--- src/rtl/mod_n_ctrl_pkg.sv ---
// Shared types and helpers for the mod-N counter arbiter.
package mod_n_ctrl_pkg;

    typedef enum logic [2:0] {
        IDLE       = 3'd0,
        PULSE      = 3'd1,
        SETTLE     = 3'd2,
        CHECK      = 3'd3,
        CLEAR      = 3'd4,
        CLR_SETTLE = 3'd5
    } state_e;

    // Width of the settle down-counter. It only ever holds cycles-1, and it
    // keeps at least one bit so the declaration stays legal when cycles is 1.
    function automatic int settle_cnt_w(input int cycles);
        return (cycles > 1) ? $clog2(cycles) : 1;
    endfunction

endpackage

--- src/rtl/rr_arbiter.sv ---
// Combinational round-robin pick: the first asserted request at or after ptr wins.
module rr_arbiter #(
    parameter int NUM_REQ = 4,
    parameter int PTR_W   = (NUM_REQ > 1) ? $clog2(NUM_REQ) : 1
) (
    input  logic [NUM_REQ-1:0] req,
    input  logic [PTR_W-1:0]   ptr,
    output logic [NUM_REQ-1:0] gnt,
    output logic               valid
);

    int idx;

    // Walk the requesters starting at ptr and grant the first active one.
    always_comb begin
        gnt   = '0;
        valid = 1'b0;
        idx   = 0;
        for (int i = 0; i < NUM_REQ; i++) begin
            idx = int'(ptr) + i;
            if (idx >= NUM_REQ) idx = idx - NUM_REQ;
            if (!valid && req[idx[PTR_W-1:0]]) begin
                gnt[idx[PTR_W-1:0]] = 1'b1;
                valid               = 1'b1;
            end
        end
    end

endmodule

--- src/rtl/mod_n_counter_arbiter.sv ---
// Shares one ripple mod-N counter between several requesters. The block issues
// single-cycle incr/clear strobes, then waits for the ripple chain to settle
// and compares the readback against a shadow count.
//
// state      | meaning
// -----------+------------------------------------------------------------
// IDLE       | no strobe in flight; arbitrate clear/increment requests
// PULSE      | incr_o and the one-hot grant are high; shadow advances
// SETTLE     | strobes low while the ripple chain settles after an incr
// CHECK      | compare count_i with the shadow, then arbitrate like IDLE
// CLEAR      | clear_o/clear_ack_o are high; shadow and mismatch reset
// CLR_SETTLE | strobes low while the chain settles after a clear
//
// Outputs are registered and decoded from the next state, so each strobe
// lines up exactly with the cycle in which the FSM sits in that state.
module mod_n_counter_arbiter
    import mod_n_ctrl_pkg::*;
#(
    parameter int NUM_REQ       = 4,
    parameter int MOD_N         = 5,
    parameter int CNT_W         = $clog2(MOD_N),
    parameter int SETTLE_CYCLES = 2
) (
    input  logic               clk_i,
    input  logic               rst_ni,
    input  logic [NUM_REQ-1:0] req_i,
    input  logic               clear_req_i,
    output logic [NUM_REQ-1:0] gnt_o,
    output logic               clear_ack_o,
    output logic               incr_o,
    output logic               clear_o,
    input  logic [CNT_W-1:0]   count_i,
    output logic [CNT_W-1:0]   shadow_o,
    output logic               wrap_o,
    output logic               busy_o,
    output logic               mismatch_o
);

    localparam int PTR_W = (NUM_REQ > 1) ? $clog2(NUM_REQ) : 1;
    localparam int SET_W = settle_cnt_w(SETTLE_CYCLES);
    localparam logic [SET_W-1:0] SETTLE_LOAD = SET_W'(SETTLE_CYCLES - 1);
    localparam logic [CNT_W-1:0] SHADOW_MAX  = CNT_W'(MOD_N - 1);

    state_e               state_q;
    state_e               state_d;
    logic [PTR_W-1:0]     ptr_q;
    logic [PTR_W-1:0]     ptr_nx;
    logic [SET_W-1:0]     settle_q;
    logic                 clr_pend_q;
    logic                 clr_any;
    logic [NUM_REQ-1:0]   arb_gnt;
    logic                 arb_valid;
    logic [NUM_REQ-1:0]   gnt_d;
    logic                 wrap_d;

    rr_arbiter #(
        .NUM_REQ (NUM_REQ),
        .PTR_W   (PTR_W)
    ) u_rr_arbiter (
        .req   (req_i),
        .ptr   (ptr_q),
        .gnt   (arb_gnt),
        .valid (arb_valid)
    );

    // A clear request seen in the decision cycle itself counts as pending.
    assign clr_any = clr_pend_q | clear_req_i;

    // State register; reset parks in CLEAR so the counter is forced to 0.
    always_ff @(posedge clk_i) begin
        if (!rst_ni) state_q <= CLEAR;
        else         state_q <= state_d;
    end

    // Next-state decode; clear beats increment at every decision point.
    always_comb begin
        state_d = state_q;
        case (state_q)
            IDLE, CHECK: begin
                if (clr_any)        state_d = CLEAR;
                else if (arb_valid) state_d = PULSE;
                else                state_d = IDLE;
            end
            PULSE:      state_d = SETTLE;
            SETTLE:     if (settle_q == '0) state_d = CHECK;
            CLEAR:      state_d = CLR_SETTLE;
            CLR_SETTLE: if (settle_q == '0) state_d = CHECK;
            default:    state_d = IDLE;
        endcase
    end

    // Output decode for the cycle about to start: grant, wrap and next pointer.
    always_comb begin
        gnt_d  = '0;
        wrap_d = 1'b0;
        ptr_nx = ptr_q;
        if (state_d == PULSE) begin
            gnt_d  = arb_gnt;
            wrap_d = (shadow_o == SHADOW_MAX);
            for (int i = 0; i < NUM_REQ; i++) begin
                if (arb_gnt[i]) ptr_nx = (i == NUM_REQ - 1) ? '0 : PTR_W'(i + 1);
            end
        end
    end

    // Arbitration pointer, settle down-counter and merged clear-pending flag.
    always_ff @(posedge clk_i) begin
        if (!rst_ni) begin
            ptr_q      <= '0;
            settle_q   <= '0;
            clr_pend_q <= 1'b0;
        end else begin
            ptr_q <= ptr_nx;
            if (state_q == PULSE || state_q == CLEAR) settle_q <= SETTLE_LOAD;
            else if (settle_q != '0)                   settle_q <= settle_q - SET_W'(1);
            if (state_q == CLEAR)  clr_pend_q <= clear_req_i;
            else if (clear_req_i)  clr_pend_q <= 1'b1;
        end
    end

    // Registered strobes, shadow count and sticky mismatch flag.
    always_ff @(posedge clk_i) begin
        if (!rst_ni) begin
            gnt_o       <= '0;
            incr_o      <= 1'b0;
            clear_o     <= 1'b1;
            clear_ack_o <= 1'b0;
            wrap_o      <= 1'b0;
            busy_o      <= 1'b1;
            shadow_o    <= '0;
            mismatch_o  <= 1'b0;
        end else begin
            gnt_o       <= gnt_d;
            incr_o      <= (state_d == PULSE);
            clear_o     <= (state_d == CLEAR);
            clear_ack_o <= (state_d == CLEAR);
            wrap_o      <= wrap_d;
            busy_o      <= (state_d != IDLE);
            if (state_q == PULSE)
                shadow_o <= (shadow_o == SHADOW_MAX) ? '0 : shadow_o + CNT_W'(1);
            else if (state_q == CLEAR)
                shadow_o <= '0;
            if (state_q == CLEAR)
                mismatch_o <= 1'b0;
            else if (state_q == CHECK && count_i != shadow_o)
                mismatch_o <= 1'b1;
        end
    end

endmodule

--- config.mk ---
export PLATFORM = sky130hd
export DESIGN_NAME = mod_n_counter_arbiter
export DESIGN_NICKNAME = d
export VERILOG_FILES = /design/src/rtl/mod_n_ctrl_pkg.sv /design/src/rtl/rr_arbiter.sv /design/src/rtl/mod_n_counter_arbiter.sv
export SDC_FILE = /design/constraint.sdc
export NUM_CORES = 1
export LEC_CHECK = 0
export ABC_AREA = 1
export BUFFER_PORTS_ARGS = -buffer_cell sky130_fd_sc_hd__buf_2
export CORE_MARGIN = 2
export CORE_UTILIZATION = 54
export DETAILED_ROUTE_END_ITERATION = 16
export PLACE_DENSITY = 0.81
export SKIP_LAST_GASP = 1
export SYNTH_ARGS = -nofsm -noshare
export SYNTH_HDL_FRONTEND = slang
export SYNTH_SLANG_ARGS = --single-unit
--- constraint.sdc ---
create_clock -name clk_i -period 2.3 [get_ports clk_i]
set_input_delay 0.345 -clock clk_i [delete_from_list [all_inputs] [get_ports clk_i]]
set_output_delay 0.345 -clock clk_i [all_outputs]
set_load 0.005 [all_outputs]
==> run metrics, run 1 <==
drt first pass iters=5; area leader, netlist=dfxtp_1; Pwr per Cell Area=904.7 nW/um2; top-count cell post-synth=nand2_1; DP Cell Count=227; Vias/cell=5.333; final hold viol count=0; initial drt markers=38; Inserted Clock Buffers=3; Ys Warns=0; routed len/inst=11.59 um; H-Tree Depth=1; Initial Utilization=57.52%; Mapped Nets=195; worst slack at placement=0.1446 ns; Worst Tran Pin Value=0.4621 ns; RSZ-0062 raised after global routing=no; CP endpoint kind=flip-flop; startpoint types=flip-flop; Clock Latency Late Sink=0.30 ns; # DRC=0; # port buffers=22; GRT Total Usage=21.74%; Commonest cells post-synth=nand2_1, inv_1, dfxtp_1; via count=1,232; Synth Cell Area=1272 um2; CP Data Required Time=2.48 ns; clk buf depth=2; final setup fails=0; clock sinks=20; Leak=0.7128 nW; most used cell, CP=nand2_1; Fin Setup TNS=0 ns; GPL Wtd Cong=0.8635; Area Growth Syn to Fin=15.04%; Peak VDD IR=0.7119 mV; Syn Area/Cell=7.149 um2; first-pass GRT wire length=4.588 mm; max_cap viols=0; CP bufs+invs=2; #FFs+latches synth=20; Cell Chain, Critical Path=inv_1 > ha_1 > inv_1 > nand3_1 > nand2_1 > nand2_2 > nor2_4 > nand3_1 > nand2_1 > nor2_1 > nand2_1 > nand2_1 > nand2_1 > a21oi_2; Final HPWL DP=2.063 mm; initial antenna violation count=0; Mapped Cells=178; CTS root buf=clkbuf_4; Die Ht=52.55 um; final WL=2.677 mm; critical path's top delay family=simple AND/OR/NAND/NOR gates; crit path time final=2.091 ns; Slew headroom=68.95%; status=complete, no violations; Synth async-reset ratio=0%; Die Wd=52.55 um; final std cells w/o fill=231; post-cts hold buffer count=0; top cell type's share of synthesized area=31.47%; layout cells sized above 1=27.59%; Final #Nets=221; fin crit share=90.93%; Final ANT Viol Nets=0; # IOs=23; vias in the first global route=1,125; Max Freq=0.4781 GHz; Clock Skew=0.003178 ns; largest net degree at the start of global routing=13; Hold Path Class=in2reg; post-synth cell types=27; slowest stage delay, CP=0.42 ns; DIE AREA=2761 um2; grt ovf=0; most area-consuming cells after synthesis=dfxtp_1, nand2_1, nand3_1; Post-DP Area=1410 um2; finished layout cell area=1464 um2; sequential-to-total area share from yosys stat=31.47%; Slowest-stage cell, CP=dfxtp_2; Worst Setup Path Type=reg2reg; CTS clk-pin slew, worst paths=0.12 ns; final slew viol count=0; CTS tree=done; Worst EP arrival=2.28 ns; EDFF count, synth=0; ys flop type=dfxtp_1; diode count=0; crit path max fanout=6; Final WS setup=0.2086 ns; core area=2212 um2; Site Rows=17
layout by cell type (no fill, tap or decap):
| cell | synthesis | final |
|---|---|---|
| ha_1 | 7 | 7 |
| nor2_4 | 1 | 1 |
| nand2_1 | 40 | 40 |
| nand4_1 | 1 | 1 |
| xnor2_1 | 3 | 3 |
| nor3_2 | 1 | 1 |
| nor2_2 | 7 | 7 |
| xor2_1 | 1 | 1 |
| inv_6 | 1 | 1 |
| a21oi_1 | 9 | 9 |
| bufinv_16 | 0 | 1 |
| clkbuf_4 | 0 | 3 |
| nor2_1 | 17 | 17 |
| dfxtp_1 | 20 | 19 |
| a41oi_1 | 1 | 1 |
| buf_4 | 0 | 1 |
| nor3_1 | 3 | 3 |
| nand2_4 | 4 | 4 |
| o211ai_1 | 1 | 1 |
| o21ai_0 | 3 | 3 |
| nand2_2 | 7 | 7 |
| inv_2 | 1 | 1 |
| nand3_1 | 19 | 19 |
| buf_2 | 0 | 22 |
| dfxtp_2 | 0 | 1 |
| nand3_2 | 2 | 2 |
| nand3_4 | 2 | 2 |
| inv_1 | 22 | 22 |
| a21oi_2 | 2 | 2 |
| a31oi_1 | 1 | 1 |
report_power, final:
group          leakage [nW]  switching [mW]  internal [mW]
logic                 0.521           0.378          0.193
registers             0.164          0.0572          0.409
clock network        0.0279           0.111          0.176
total                 0.713           0.546          0.778
final cells by class:
class                      count  area, um2
timing repair buffer          23      117.6
tap                           28      35.03
clock buffer                   3      22.52
fill                         210      748.2
multi-input combinational    132      762.0
inverter                      24      95.09
clock inverter                 1      30.03
sequential                    20      401.6
sequential cells by signal, indices dropped and copies added, names as in the netlist, 2 cells and up:
register and count:
gnt_o 4, shadow_o 3, state_q 3, ptr_q 2
final timing paths:
kind | from | end | slack (ns) | cells after the start
setup / recovery | ptr_q[1] | ptr_q[1] | 0.21 | 14
hold / removal | rst_ni | clear_o | 0.26 | 2
setup reg to reg | ptr_q[1] | ptr_q[1] | 0.21 | 14
hold reg to reg | shadow_o[1] | shadow_o[1] | 0.54 | 2
cell families after synthesis:
family / share of synthesized area [%]
compound gates: 7.867
xor+xnor: 2.754
fa+ha+maj: 6.883
buf+inv: 8.652
flops: 31.46
simple gates: 42.38
metal layers:
| metal | share of wire, % | wire, um | GRT usage [%] | up-vias |
|---|---|---|---|---|
| met5 | 0 | 0 | 0 | - |
| met4 | 0.52 | 14 | 4.274 | 0 |
| met3 | 4.1 | 109 | 4.571 | 6 |
| met2 | 50 | 1334 | 38.54 | 43 |
| met1 | 45 | 1217 | 26.94 | 566 |
| li1 | - | - | - | 617 |
through the flow:
stage               utilization (%)  power [mW]  hold WS, ns
floorplan                         -      0.8984       0.4145
global placement              63.74       1.003       0.5138
detailed placement            63.74       1.026       0.5284
CTS                           66.12       1.321       0.2505
global route                  66.18       1.429       0.2482
finish                        66.18       1.324       0.2596
worst reg2reg max path: cells and delay by family (launching register included):
kind | cells | cell delay [ns]
DFF | 1 | 0.42
buffers and inverters | 2 | 0.27
and+or+nand+nor | 10 | 0.89
adders and majority gates | 1 | 0.35
AOI/OAI and AO/OA | 1 | 0.05
repair_timing:
action                                  4_1_cts  5_1_grt
gates resized for setup                       0        1
endpoints found under the setup margin        0        2
setup buffers                                 0        0
Power figures use the tool's default switching activity.
==> run 2, diff against run 1 <==
--- a/config.mk
+++ b/config.mk
@@ -8,9 +8,10 @@
 export ABC_AREA = 1
 export BUFFER_PORTS_ARGS = -buffer_cell sky130_fd_sc_hd__buf_2
 export CORE_MARGIN = 2
-export CORE_UTILIZATION = 54
+export CORE_UTILIZATION = 57
+export CTS_BUF_LIST = sky130_fd_sc_hd__clkbuf_2 sky130_fd_sc_hd__clkbuf_4 sky130_fd_sc_hd__clkbuf_8
 export DETAILED_ROUTE_END_ITERATION = 16
-export PLACE_DENSITY = 0.81
+export PLACE_DENSITY = 0.84
 export SKIP_LAST_GASP = 1
 export SYNTH_ARGS = -nofsm -noshare
 export SYNTH_HDL_FRONTEND = slang
==> run 2 against run 1 <==
  * Total power barely moved
  * Flip-flop and latch count did not move
  * Clock power barely moved
  * Design area did not move
  * Largest power group unchanged
==> run metrics, run 2 (same netlist as run 1, synthesis figures left out) <==
diode count=0; startpoint types=flip-flop; Vias/cell=5.190; Area Growth Syn to Fin=15.04%; clock sinks=20; Worst EP arrival=2.27 ns; post-CTS setup buffer count=0; cell internal pwr=777.9 uW; final setup fails=0; CTS clk-pin slew, worst paths=0.11 ns; Site Rows=17; most common cell after layout, fill and taps aside=nand2_1; via count=1,199; Fin Setup TNS=0 ns; CP Data Required Time=2.49 ns; top flop regs=gnt_o x4, shadow_o x3, state_q x3; final WL=2.594 mm; CTS tree=done; Clock Skew=0.0008813 ns; power share of the clock group=21.7%; final hold viol count=0; Worst Tran Pin Value=0.4371 ns; Inserted Clock Buffers=3; Die Wd=51.25 um; Worst Setup Path Type=reg2reg; drt first pass iters=4; Filler cells=196; largest net degree at the start of global routing=13; Biggest register=gnt_o; grt ovf=0; Max Freq=0.4812 GHz; GRT Total Usage=21.74%; Final HPWL DP=1.970 mm; Pwr per Cell Area=905.5 nW/um2; final slew viol count=0; sw frac=41.31%; DIE AREA=2627 um2; routed len/inst=11.23 um; clk buf depth=2; GPL Wtd Cong=0.8454; CTS root buf=clkbuf_4; status=complete, no violations; sw power=547.6 uW; H-Tree Depth=1; Clock Latency Late Sink=0.30 ns; crit path max fanout=6; RSZ-0062 raised after global routing=no; initial drt markers=23; # IOs=23; crit path time final=2.078 ns; first-pass GRT wire length=4.340 mm; # port buffers=22; Comb pwr share=43.2%; Initial Utilization=58.65%; Hold Path Class=in2reg; Final Util=67.47%; vias in the first global route=1,063; core area=2170 um2; Leak=0.7128 nW; initial antenna violation count=0; max_cap viols=0; CP endpoint kind=flip-flop; layout cells sized above 1=27.59%; Seq pwr share=35.0%; Final #Nets=221; # DRC=0; fin crit share=90.35%; Slew headroom=70.64%; Peak VDD IR=0.6743 mV; max FFs per register=4; Final ANT Viol Nets=0; most frequent cells in the layout=nand2_1, inv_1, buf_2, nand3_1, dfxtp_1; Die Ht=51.25 um
## run 2: cell counts in the layout (fill, tap and decap cells not counted)
No cell type changed its count.
## run 2: timing repair
action / 4_1_cts / 5_1_grt
resized for setup: 0 / 1
setup endpoints to repair: 0 / 2
hold buffers: 0 / 0
## run 2: critical path: stages, from the launching register on
cell and delay [ns]:
dfxtp_2 0.41, inv_1 0.14, ha_1 0.34, inv_1 0.11, nand3_1 0.08, nand2_1 0.12, nand2_2 0.09, nor2_4 0.13
nand3_1 0.12, nand2_1 0.11, nor2_1 0.04, nand2_1 0.07, nand2_1 0.07, nand2_1 0.08, a21oi_2 0.05
## run 2: layer usage
layer  track usage (%)  up-vias  share of wire [%]
met5                 0        -                  0
met1             25.63      537                 44
met3             5.848        8                5.1
met2             37.23       37                 48
li1                  -      617                  -
met4             8.772        0                2.1
## run 2: through the flow
stage,setup WS [ns],total power [mW],hold WS (ns),area [um2],std cells
global route,0.09112,1.419,0.2483,1464,231
floorplan,0.3872,0.8984,0.4145,1272,178
finish,0.2219,1.326,0.2599,1464,231
detailed placement,0.1651,1.022,0.5169,1410,227
global placement,0.2784,0.9989,0.5101,1410,227
CTS,0.1399,1.321,0.2548,1463,231
## run 2: layout make-up
class / instances / area (um2) / area share, %
flip-flops and latches: 20 / 401.6 / 27.44
clock buffers: 3 / 22.52 / 1.538
well taps: 28 / 35.03 / 2.393
inverters: 24 / 95.09 / 6.496
clock inverters: 1 / 30.03 / 2.051
repair buffers: 23 / 117.6 / 8.034
multi-input cells: 132 / 762.0 / 52.05
## run 2: power groups by stage
stage               clock network [mW]  logic [mW]  registers [mW]
floorplan                            0       0.437           0.461
global route                     0.303       0.647           0.470
finish                           0.288       0.573           0.465
global placement                     0       0.532           0.467
CTS                              0.292       0.567           0.462
detailed placement                   0       0.554           0.468
## run 2: worst paths after layout
| kind | end | start | slack (ns) | cells past startpoint |
|---|---|---|---|---|
| min reg2reg | mismatch_o | mismatch_o | 0.54 | 2 |
| max | ptr_q[1] | ptr_q[1] | 0.22 | 14 |
| min | clear_o | rst_ni | 0.26 | 2 |
| max reg2reg | ptr_q[1] | ptr_q[1] | 0.22 | 14 |
==> run 3, diff against run 2 <==
--- a/config.mk
+++ b/config.mk
@@ -12,6 +12,7 @@
 export CTS_BUF_LIST = sky130_fd_sc_hd__clkbuf_2 sky130_fd_sc_hd__clkbuf_4 sky130_fd_sc_hd__clkbuf_8
 export DETAILED_ROUTE_END_ITERATION = 16
 export PLACE_DENSITY = 0.84
+export REMOVE_ABC_BUFFERS = 1
 export SKIP_LAST_GASP = 1
 export SYNTH_ARGS = -nofsm -noshare
 export SYNTH_HDL_FRONTEND = slang
==> run 3 against run 2 <==
  * Die area is the same
  * Flip-flop and latch count is the same
  * Register-to-register slack is essentially flat
  * Via count shrank 0.75%
  * Total power shrank 7.1%
  * Combinational power shrank 1%
  * Clock skew grew 0.0011 ns
  * Worst setup slack gained 0.0052 ns
  * Global-route usage grew 1.4 points
  * Critical path type unchanged
  * Largest power group unchanged
  * Highest routed layer unchanged
==> run metrics, run 3 (same netlist as run 1, synthesis figures left out) <==
CP endpoint kind=flip-flop; R2R setup slack=0.23 ns; startpoint types=flip-flop; Worst Tran Pin Value=0.4299 ns; initial drt markers=15; RSZ-0062 raised after global routing=no; Final #Nets=221; Clock Latency Late Sink=0.30 ns; final slew viol count=0; core area=2170 um2; fin crit share=90.13%; final hold viol count=0; max_cap viols=0; Final ANT Viol Nets=0; Hold Path Class=in2reg; Final HPWL DP=2.102 mm; post-cts hold buffer count=0; final WL=2.677 mm; Register-to-Register Path Depth=14; DP Cell Count=227; Pwr per Cell Area=849.5 nW/um2; Die Ht=51.25 um; final setup fails=0; Clock Skew=0.001952 ns; GPL Wtd Cong=0.8792; DIE AREA=2627 um2; Area Growth Syn to Fin=13.96%; GRT Total Usage=23.17%; Leak=0.7062 nW; routed len/inst=11.59 um; final std cells w/o fill=231; crit path time final=2.073 ns; Die Wd=51.25 um; Initial Utilization=58.65%; Filler cells=198; vias in the first global route=1,162; Inserted Clock Buffers=3; first-pass GRT wire length=4.712 mm; worst r2r src=ptr_q[1]; clk buf depth=2; area occupied by multi-input gates=762.0 um2; Worst Setup Path Type=reg2reg; most frequent cells in the layout=nand2_1, inv_1, buf_2, nand3_1, dfxtp_1; number of gates resized after cts=0; total power=1.232 mW; diode count=0; Final Util=66.84%; top flop regs=gnt_o x4, shadow_o x3, state_q x3; grt ovf=0; Fin Setup TNS=0 ns; max FFs per register=4; # DRC=0; Crit Reg-Reg Endpoint=ptr_q[1]; # port buffers=22; clock sinks=20; Biggest register=gnt_o; # IOs=23; most common cell after layout, fill and taps aside=nand2_1; via count=1,190; CTS clk-pin slew, worst paths=0.11 ns; layout cells sized above 1=27.59%; H-Tree Depth=1; initial antenna violation count=0; Worst EP arrival=2.31 ns; drt first pass iters=4; Slew headroom=71.12%; Hold Crit Start=rst_ni; Vias/cell=5.152; hold depth=2; crit path max fanout=6; post-CTS setup buffer count=0; status=complete, no violations; CTS root buf=clkbuf_4; Max Freq=0.4824 GHz; CTS tree=done; largest net degree at the start of global routing=12; storage element area=404.1 um2; Peak VDD IR=0.8521 mV; Site Rows=17; CP Data Required Time=2.54 ns; worst-case hold path end point=clear_o
## run 3: changes by cell type in the layout (fill, tap and decap cells not counted), sizes merged
cell    previous run  this run
bufinv             1         0
clkbuf             3         4
## run 3: metrics by stage
step / hold WS [ns] / area [um2] / setup slack (ns)
finish: 0.2745 / 1450 / 0.2271
global route: 0.2720 / 1450 / 0.04496
CTS: 0.2651 / 1446 / 0.09033
detailed placement: 0.5143 / 1410 / 0.1320
global placement: 0.5083 / 1410 / 0.2864
floorplan: 0.4145 / 1257 / 0.3235
## run 3: per-layer routing
| metal | track usage [%] | up-vias | routed length [um] |
|---|---|---|---|
| li1 | - | 618 | - |
| met1 | 28.42 | 540 | 1227 |
| met2 | 41.13 | 30 | 1304 |
| met3 | 5.263 | 2 | 136 |
| met4 | 5.263 | 0 | 9 |
| met5 | 0 | - | 0 |
## run 3: final cells by class
| class | instances | share of cell area, % |
|---|---|---|
| tap | 28 | 2.416 |
| inverter | 24 | 6.557 |
| multi-input combinational | 132 | 52.55 |
| clock buffer | 4 | 2.502 |
| sequential | 20 | 27.87 |
| timing repair buffer | 23 | 8.110 |
## run 3: worst max-delay path, cell delays in order, from the launching register on
cell	delay (ns)
dfxtp_4	0.40
inv_1	0.12
ha_1	0.37
inv_1	0.09
nand2_1	0.07
nand2_1	0.10
nand3_1	0.11
nand2_1	0.08
nor2_2	0.17
nand2_1	0.09
nor2_1	0.10
nand2_1	0.08
nand2_1	0.08
nand2_1	0.06
a21oi_2	0.10
## run 3: power breakdown
part	internal, mW	switching, mW	total, mW
sequential	0.409	0.0534	0.462
combinational	0.193	0.373	0.566
clock	0.0966	0.107	0.203
total	0.699	0.533	1.23
## run 3: worst max-delay path by stage
stage	from	end	slack (ns)	depth (start not counted)
finish	ptr_q[1]	ptr_q[1]	0.23	14
global route	ptr_q[1]	ptr_q[0]	0.04	14
CTS	ptr_q[1]	ptr_q[1]	0.09	14
detailed placement	ptr_q[1]	ptr_q[1]	0.13	14
global placement	ptr_q[1]	ptr_q[1]	0.29	14
floorplan	ptr_q[0]	ptr_q[0]	0.32	14
